===== src/rtl/multi_channel_fifo_if.sv =====
// rtl/multi_channel_fifo_if.sv - lane-packed loader/array-edge bundle for multi_channel_fifo
interface multi_channel_fifo_if #(
    parameter int NCH    = 4,
    parameter int DEPTH  = 8,
    parameter int DWIDTH = 16
);
    localparam int CW = $clog2(DEPTH) + 1;

    logic                  flush_i;
    logic [NCH-1:0]        wr_en_i;
    logic [NCH*DWIDTH-1:0] din_i;
    logic [NCH-1:0]        rd_en_i;
    logic [NCH-1:0]        mark_i;
    logic [NCH-1:0]        rewind_i;
    logic [NCH-1:0]        release_i;
    logic [NCH*DWIDTH-1:0] dout_o;
    logic [NCH-1:0]        dout_valid_o;
    logic [NCH-1:0]        full_o;
    logic [NCH-1:0]        empty_o;
    logic [NCH-1:0]        almost_full_o;
    logic [NCH-1:0]        almost_empty_o;
    logic [NCH*CW-1:0]     count_o;
    logic [NCH-1:0]        overflow_o;
    logic [NCH-1:0]        underflow_o;

    // Loader / array side: drives requests, observes data and status
    modport master (
        output flush_i, wr_en_i, din_i, rd_en_i, mark_i, rewind_i, release_i,
        input  dout_o, dout_valid_o, full_o, empty_o, almost_full_o,
               almost_empty_o, count_o, overflow_o, underflow_o
    );

    // FIFO side
    modport slave (
        input  flush_i, wr_en_i, din_i, rd_en_i, mark_i, rewind_i, release_i,
        output dout_o, dout_valid_o, full_o, empty_o, almost_full_o,
               almost_empty_o, count_o, overflow_o, underflow_o
    );
endinterface


===== src/rtl/multi_channel_fifo.sv =====
// rtl/multi_channel_fifo.sv - NCH independent FIFO lanes with occupancy flags and mark/rewind replay
module multi_channel_fifo #(
    parameter int NCH       = 4,
    parameter int DEPTH     = 8,
    parameter int DWIDTH    = 16,
    parameter int AFULL_TH  = DEPTH - 2,
    parameter int AEMPTY_TH = 2
) (
    input  logic               clk,
    input  logic               rstn,
    multi_channel_fifo_if.slave bus
);
    localparam int AW = $clog2(DEPTH);
    localparam int PW = AW + 1;

    for (genvar g = 0; g < NCH; g++) begin : g_lane
        logic [DWIDTH-1:0] mem_q [DEPTH];
        logic [PW-1:0]     wptr_q, wptr_d;
        logic [PW-1:0]     rptr_q, rptr_d;
        logic [PW-1:0]     mptr_q, mptr_d;
        logic              mact_q, mact_d;
        logic [DWIDTH-1:0] dout_q, dout_d;
        logic              dv_q, dv_d;
        logic              ovf_q, ovf_d;
        logic              udf_q, udf_d;
        logic              mem_we;
        logic [PW-1:0]     base;
        logic [PW-1:0]     wcount;
        logic [PW-1:0]     count;
        logic              full;
        logic              empty;
        logic [DWIDTH-1:0] din_l;

        assign din_l  = bus.din_i[g*DWIDTH +: DWIDTH];

        // Retention starts at the replay point while a mark is held, so
        // marked entries count against capacity until released.
        assign base   = mact_q ? mptr_q : rptr_q;
        assign wcount = wptr_q - base;
        assign count  = wptr_q - rptr_q;
        assign full   = (wcount == PW'(DEPTH));
        assign empty  = (wptr_q == rptr_q);

        // Next-state: flush over everything, then rewind over mark/release/read;
        // write acceptance uses start-of-cycle flags only.
        always_comb begin
            wptr_d = wptr_q;
            rptr_d = rptr_q;
            mptr_d = mptr_q;
            mact_d = mact_q;
            dout_d = dout_q;
            dv_d   = 1'b0;
            ovf_d  = ovf_q;
            udf_d  = udf_q;
            mem_we = 1'b0;
            if (bus.flush_i) begin
                wptr_d = '0;
                rptr_d = '0;
                mptr_d = '0;
                mact_d = 1'b0;
                ovf_d  = 1'b0;
                udf_d  = 1'b0;
            end else begin
                if (bus.wr_en_i[g]) begin
                    if (!full) begin
                        mem_we = 1'b1;
                        wptr_d = wptr_q + PW'(1);
                    end else begin
                        ovf_d = 1'b1;
                    end
                end
                if (bus.rewind_i[g] && mact_q) begin
                    rptr_d = mptr_q;
                end else begin
                    if (bus.mark_i[g]) begin
                        mptr_d = rptr_q;
                        mact_d = 1'b1;
                    end else if (bus.release_i[g]) begin
                        mact_d = 1'b0;
                    end
                    if (bus.rd_en_i[g]) begin
                        if (!empty) begin
                            dout_d = mem_q[rptr_q[AW-1:0]];
                            rptr_d = rptr_q + PW'(1);
                            dv_d   = 1'b1;
                        end else begin
                            udf_d = 1'b1;
                        end
                    end
                end
            end
        end

        // Lane state registers
        always_ff @(posedge clk or negedge rstn) begin
            if (!rstn) begin
                wptr_q <= '0;
                rptr_q <= '0;
                mptr_q <= '0;
                mact_q <= 1'b0;
                dout_q <= '0;
                dv_q   <= 1'b0;
                ovf_q  <= 1'b0;
                udf_q  <= 1'b0;
            end else begin
                wptr_q <= wptr_d;
                rptr_q <= rptr_d;
                mptr_q <= mptr_d;
                mact_q <= mact_d;
                dout_q <= dout_d;
                dv_q   <= dv_d;
                ovf_q  <= ovf_d;
                udf_q  <= udf_d;
            end
        end

        // Storage array, deliberately left unreset
        always_ff @(posedge clk) begin
            if (mem_we) begin
                mem_q[wptr_q[AW-1:0]] <= din_l;
            end
        end

        assign bus.dout_o[g*DWIDTH +: DWIDTH] = dout_q;
        assign bus.dout_valid_o[g]            = dv_q;
        assign bus.full_o[g]                  = full;
        assign bus.empty_o[g]                 = empty;
        assign bus.almost_full_o[g]           = (wcount >= PW'(AFULL_TH));
        assign bus.almost_empty_o[g]          = (count <= PW'(AEMPTY_TH));
        assign bus.count_o[g*PW +: PW]        = count;
        assign bus.overflow_o[g]              = ovf_q;
        assign bus.underflow_o[g]             = udf_q;
    end
endmodule


===== src/flat_wrapper.sv =====
// flat-port wrapper written by rule: the top's interface ports become plain ports
module multi_channel_fifo_flat 
#(
    parameter int NCH       = 4,
    parameter int DEPTH     = 8,
    parameter int DWIDTH    = 16,
    parameter int AFULL_TH  = DEPTH - 2,
    parameter int AEMPTY_TH = 2
)
  (clk, rstn, bus_flush_i, bus_wr_en_i, bus_din_i, bus_rd_en_i, bus_mark_i, bus_rewind_i, bus_release_i, bus_dout_o, bus_dout_valid_o, bus_full_o, bus_empty_o, bus_almost_full_o, bus_almost_empty_o, bus_count_o, bus_overflow_o, bus_underflow_o);
  multi_channel_fifo_if #(.NCH(NCH), .DEPTH(DEPTH), .DWIDTH(DWIDTH)) bus_i ();
  input  logic clk;
  input  logic rstn;
  input wire logic [$bits(bus_i.flush_i)-1:0] bus_flush_i;
  input wire logic [$bits(bus_i.wr_en_i)-1:0] bus_wr_en_i;
  input wire logic [$bits(bus_i.din_i)-1:0] bus_din_i;
  input wire logic [$bits(bus_i.rd_en_i)-1:0] bus_rd_en_i;
  input wire logic [$bits(bus_i.mark_i)-1:0] bus_mark_i;
  input wire logic [$bits(bus_i.rewind_i)-1:0] bus_rewind_i;
  input wire logic [$bits(bus_i.release_i)-1:0] bus_release_i;
  output wire logic [$bits(bus_i.dout_o)-1:0] bus_dout_o;
  output wire logic [$bits(bus_i.dout_valid_o)-1:0] bus_dout_valid_o;
  output wire logic [$bits(bus_i.full_o)-1:0] bus_full_o;
  output wire logic [$bits(bus_i.empty_o)-1:0] bus_empty_o;
  output wire logic [$bits(bus_i.almost_full_o)-1:0] bus_almost_full_o;
  output wire logic [$bits(bus_i.almost_empty_o)-1:0] bus_almost_empty_o;
  output wire logic [$bits(bus_i.count_o)-1:0] bus_count_o;
  output wire logic [$bits(bus_i.overflow_o)-1:0] bus_overflow_o;
  output wire logic [$bits(bus_i.underflow_o)-1:0] bus_underflow_o;
  assign bus_i.flush_i = bus_flush_i;
  assign bus_i.wr_en_i = bus_wr_en_i;
  assign bus_i.din_i = bus_din_i;
  assign bus_i.rd_en_i = bus_rd_en_i;
  assign bus_i.mark_i = bus_mark_i;
  assign bus_i.rewind_i = bus_rewind_i;
  assign bus_i.release_i = bus_release_i;
  assign bus_dout_o = bus_i.dout_o;
  assign bus_dout_valid_o = bus_i.dout_valid_o;
  assign bus_full_o = bus_i.full_o;
  assign bus_empty_o = bus_i.empty_o;
  assign bus_almost_full_o = bus_i.almost_full_o;
  assign bus_almost_empty_o = bus_i.almost_empty_o;
  assign bus_count_o = bus_i.count_o;
  assign bus_overflow_o = bus_i.overflow_o;
  assign bus_underflow_o = bus_i.underflow_o;
  multi_channel_fifo #(.NCH(NCH), .DEPTH(DEPTH), .DWIDTH(DWIDTH), .AFULL_TH(AFULL_TH), .AEMPTY_TH(AEMPTY_TH)) u_core (.clk(clk), .rstn(rstn), .bus(bus_i));
endmodule

===== config.mk =====
export PLATFORM = sky130hd
export DESIGN_NAME = multi_channel_fifo_flat
export DESIGN_NICKNAME = d
export VERILOG_FILES = /design/src/rtl/multi_channel_fifo_if.sv /design/src/rtl/multi_channel_fifo.sv /design/src/flat_wrapper.sv
export SDC_FILE = /design/constraint.sdc
export NUM_CORES = 1
export LEC_CHECK = 0
export BUFFER_PORTS_ARGS = -buffer_cell sky130_fd_sc_hd__buf_4
export CELL_PAD_IN_SITES_DETAIL_PLACEMENT = 1
export CELL_PAD_IN_SITES_GLOBAL_PLACEMENT = 2
export CORE_ASPECT_RATIO = 2
export CORE_UTILIZATION = 45
export CTS_BUF_LIST = sky130_fd_sc_hd__clkbuf_2 sky130_fd_sc_hd__clkbuf_4 sky130_fd_sc_hd__clkbuf_8
export CTS_CLUSTER_SIZE = 20
export DETAILED_ROUTE_END_ITERATION = 8
export PLACE_DENSITY = 0.76
export SLEW_MARGIN = 20
export SYNTH_ARGS = -nofsm -noshare
export SYNTH_HDL_FRONTEND = slang
export SYNTH_SLANG_ARGS = --single-unit

===== constraint.sdc =====
create_clock -name clk -period 5.4 [get_ports clk]
set_clock_uncertainty 0.2 [all_clocks]
set_input_delay 0.54 -clock clk [delete_from_list [all_inputs] [get_ports clk]]
set_output_delay 0.54 -clock clk [all_outputs]
set_load 0.1 [all_outputs]

==> results.json <==
{
  "regToRegSetupSlack_ns": 1.53,
  "holdWs_ns": 0.09264,
  "syn_avg_cell_area_sq_um": 17.70,
  "final_util_pct": 54.06,
  "maxCapViolCount": 0,
  "setup_viol": 0,
  "clk_latency_ns": 0.65,
  "drtIter0Drc": 755,
  "vias_per_cell": 5.380,
  "ctsHoldBuffers": 77,
  "finalCritPeriodShare_pct": 77.51,
  "yosysTopAreaCellShare_pct": 58.38,
  "hold_viol_final": 0,
  "cp.required_ns": 4.66,
  "cellLeakagePower_nw": 11.63,
  "reg2reg_from": "u_core.g_lane[0].rptr_q[1]",
  "async_flop_share_pct": 20.00,
  "holdCritStartpoint": "bus_release_i[0]",
  "num-fill-cells": 5381,
  "cp.arrival_ns": 3.45,
  "ys_warn_count": 0,
  "antenna_found_initial": 3,
  "synth_area_sq_mm": 0.02634,
  "rsz0062_at_grt": "false",
  "seqPwrFrac_pct": 37.3,
  "crit_type": "reg2out",
  "max_stage_delay_ns": 0.49,
  "dp_hpwl_um": 39560,
  "multi_input_area_sq_mm": 0.007242,
  "synthTopCellsByCount": "edfxtp_1, dfrtp_1, mux4_2",
  "post_drt_wl_per_cell_um": 22.67,
  "cts_resized": 0,
  "worst_pin_slew_ns": 0.9799,
  "grt_pass1_wl_um": 92450,
  "clk_pin_slew_ns": 0.07,
  "drive_gt1_share_pct": 32.70,
  "power_frac_comb_pct": 38.7,
  "cts_buffers": 92,
  "clock_sinks": 640,
  "ys_types": 49,
  "critPathMaxFanout": 7,
  "io_pins": 195,
  "rr_worst_depth": 9,
  "grt_overflow": 0,
  "hp-class": "in2reg",
  "r2r-end": "u_core.g_lane[0].mem_q[0][7]",
  "worstSetupEndpointType": "primary output",
  "cts_root_buffer": "clkbuf_8",
  "place_inst": 2397,
  "coreArea_sq_mm": 0.05802,
  "postRouteAntennaNets": 0,
  "fmax_ghz": 0.2389,
  "hold_end": "u_core.g_lane[0].mact_q",
  "fin_cells": 2644,
  "ys_seq_elements": 640,
  "synth_area_leaders": "edfxtp_1, dfrtp_1, mux4_2, mux2i_1, ha_1",
  "tns_ns": 0,
  "clkPwrFrac_pct": 24.0,
  "cts_tree": "yes",
  "sw_frac_of_total_pct": 41.36,
  "synth.most_common_cell": "edfxtp_1",
  "p_int_mw": 9.501,
  "min_period_ns": 4.186,
  "nets": 1933,
  "cts_setup_buffers": 0,
  "syn_inst": 1488,
  "firstDrtPassIters": 6,
  "ys_seq_area_share_pct": 70.54,
  "synth_edf_count": 512,
  "crit_path_cell_trace": "mux2_2, ha_1, inv_1, fa_1, a2111o_1, mux2i_2, buf_4",
  "slew_headroom_pct": 34.67,
  "drv_slew": 0,
  "drc_errors": 0,
  "cts_max_path_buffers": 3,
  "rows": 125,
  "powerDensity_mw_per_mm2": 516.5,
  "hold_depth": 4,
  "die-area_sq_mm": 0.05956,
  "syn2layout_area_growth_pct": 19.10,
  "post-synth-top-area-cell": "edfxtp_1",
  "gp_congestion": 0.7775,
  "grt_pass1_vias": 16080,
  "regArea_sq_mm": 0.01858,
  "start_util_pct": 45.39,
  "vias": 14230,
  "power_switching_mw": 6.701,
  "grt_start_max_net_pins": 54,
  "startpoint": "u_core.g_lane[0].mact_q",
  "drt-total-wl_um": 59940,
  "cpMaxStageDelayCell": "dfrtp_1",
  "start_kind": "flip-flop",
  "total_power_mw": 16.20,
  "port_buffers": 194,
  "dieHeight_um": 344.1,
  "htree_levels": 3,
  "syn-num-nets": 1615,
  "synth_ff_type": "edfxtp_1",
  "vdd_drop_max_mv": 0.6646,
  "outcome": "completed",
  "grt_use_total_pct": 20.59,
  "die_x_um": 173.1
}
==> registers in the layout, indices dropped and copies added, names as in the netlist <==
signal and flops:
u_core.g_lane.dv_q 4, u_core.g_lane.mptr_q 16, u_core.g_lane.mem_q 512, u_core.g_lane.wptr_q 16, u_core.g_lane.mact_q 4, u_core.g_lane.udf_q 4
u_core.g_lane.ovf_q 4, u_core.g_lane.dout_q 64, u_core.g_lane.rptr_q 16
==> power groups by stage <==
stage               Sequential, mW  Combinational [mW]  Clock (mW)
global placement              6.13                6.20           0
global route                  6.10                6.58        4.18
floorplan                     7.68                3.35           0
detailed placement            6.15                6.29           0
CTS                           6.06                6.35        4.02
finish                        6.05                6.26        3.89
==> layer usage <==
metal  track usage (%)  part of all wire (%)
met2             39.34                    56
met5                 0                 0.043
met1             23.24                    38
met3             3.384                   3.9
met4             6.563                   2.0
==> critical path: cells and delay by family (launching register included) <==
| family | cells | cell delay [ns] |
|---|---|---|
| AO/OA/AOI/OAI | 1 | 0.37 |
| adder cells (fa/ha/maj) | 2 | 0.68 |
| buffers and inverters | 2 | 0.48 |
| flip-flops | 1 | 0.49 |
| multiplexers | 2 | 0.75 |
==> how the worst max path moves through the flow <==
stage | slack [ns] | depth (start not counted) | end
after floorplan | 0.07 | 8 | bus_almost_empty_o[3]
after global placement | 1.26 | 8 | u_core.g_lane[0].mem_q[0][4]
after detailed placement | 1.46 | 9 | u_core.g_lane[0].mem_q[0][3]
after CTS | 1.13 | 7 | bus_full_o[0]
after global routing | 0.98 | 7 | bus_full_o[0]
final | 1.21 | 7 | bus_full_o[0]
==> kinds of logic after synthesis <==
family | Yosys count | synth area share, %
DFF | 640 | 70.54
and+or+nand+nor | 276 | 5.183
muxes | 229 | 14.91
AOI/OAI and AO/OA | 143 | 3.330
buffers and inverters | 128 | 2.675
adders and majority gates | 40 | 2.128
xor gates and xnor gates | 32 | 1.235
==> final cells by class <==
class / count / share of cell area (%)
Timing Repair Buffer: 316 / 8.201
Tap cell: 762 / 3.039
Inverter: 36 / 0.4308
Multi-Input combinational cell: 720 / 23.09
Clock buffer: 132 / 5.113
Antenna cell: 1 / 0.007977
Sequential cell: 640 / 59.24
Clock inverter: 37 / 0.8815
==> per-stage QoR <==
stage          instance area (sq um)  setup slack [ns]
2_1_floorplan                  26370           0.06759
3_3_place_gp                   28700             1.256
3_5_place_dp                   28720             1.459
4_1_cts                        31370             1.127
5_1_grt                        31370            0.9783
6_report                       31370             1.214
==> placed cells by master (no fill, tap or decap), types with 34 or more instances in the layout <==
master and n:
edfxtp_1 512, buf_4 237, mux4_2 128, dfrtp_1 124, nand2_1 101, clkbuf_8 98
mux2i_1 87, dlygate4sd3_1 77, o21ai_1 51, nor2_1 50, a21oi_1 35, clkbuf_4 34
No activity file was read; power rests on OpenSTA's default activity.
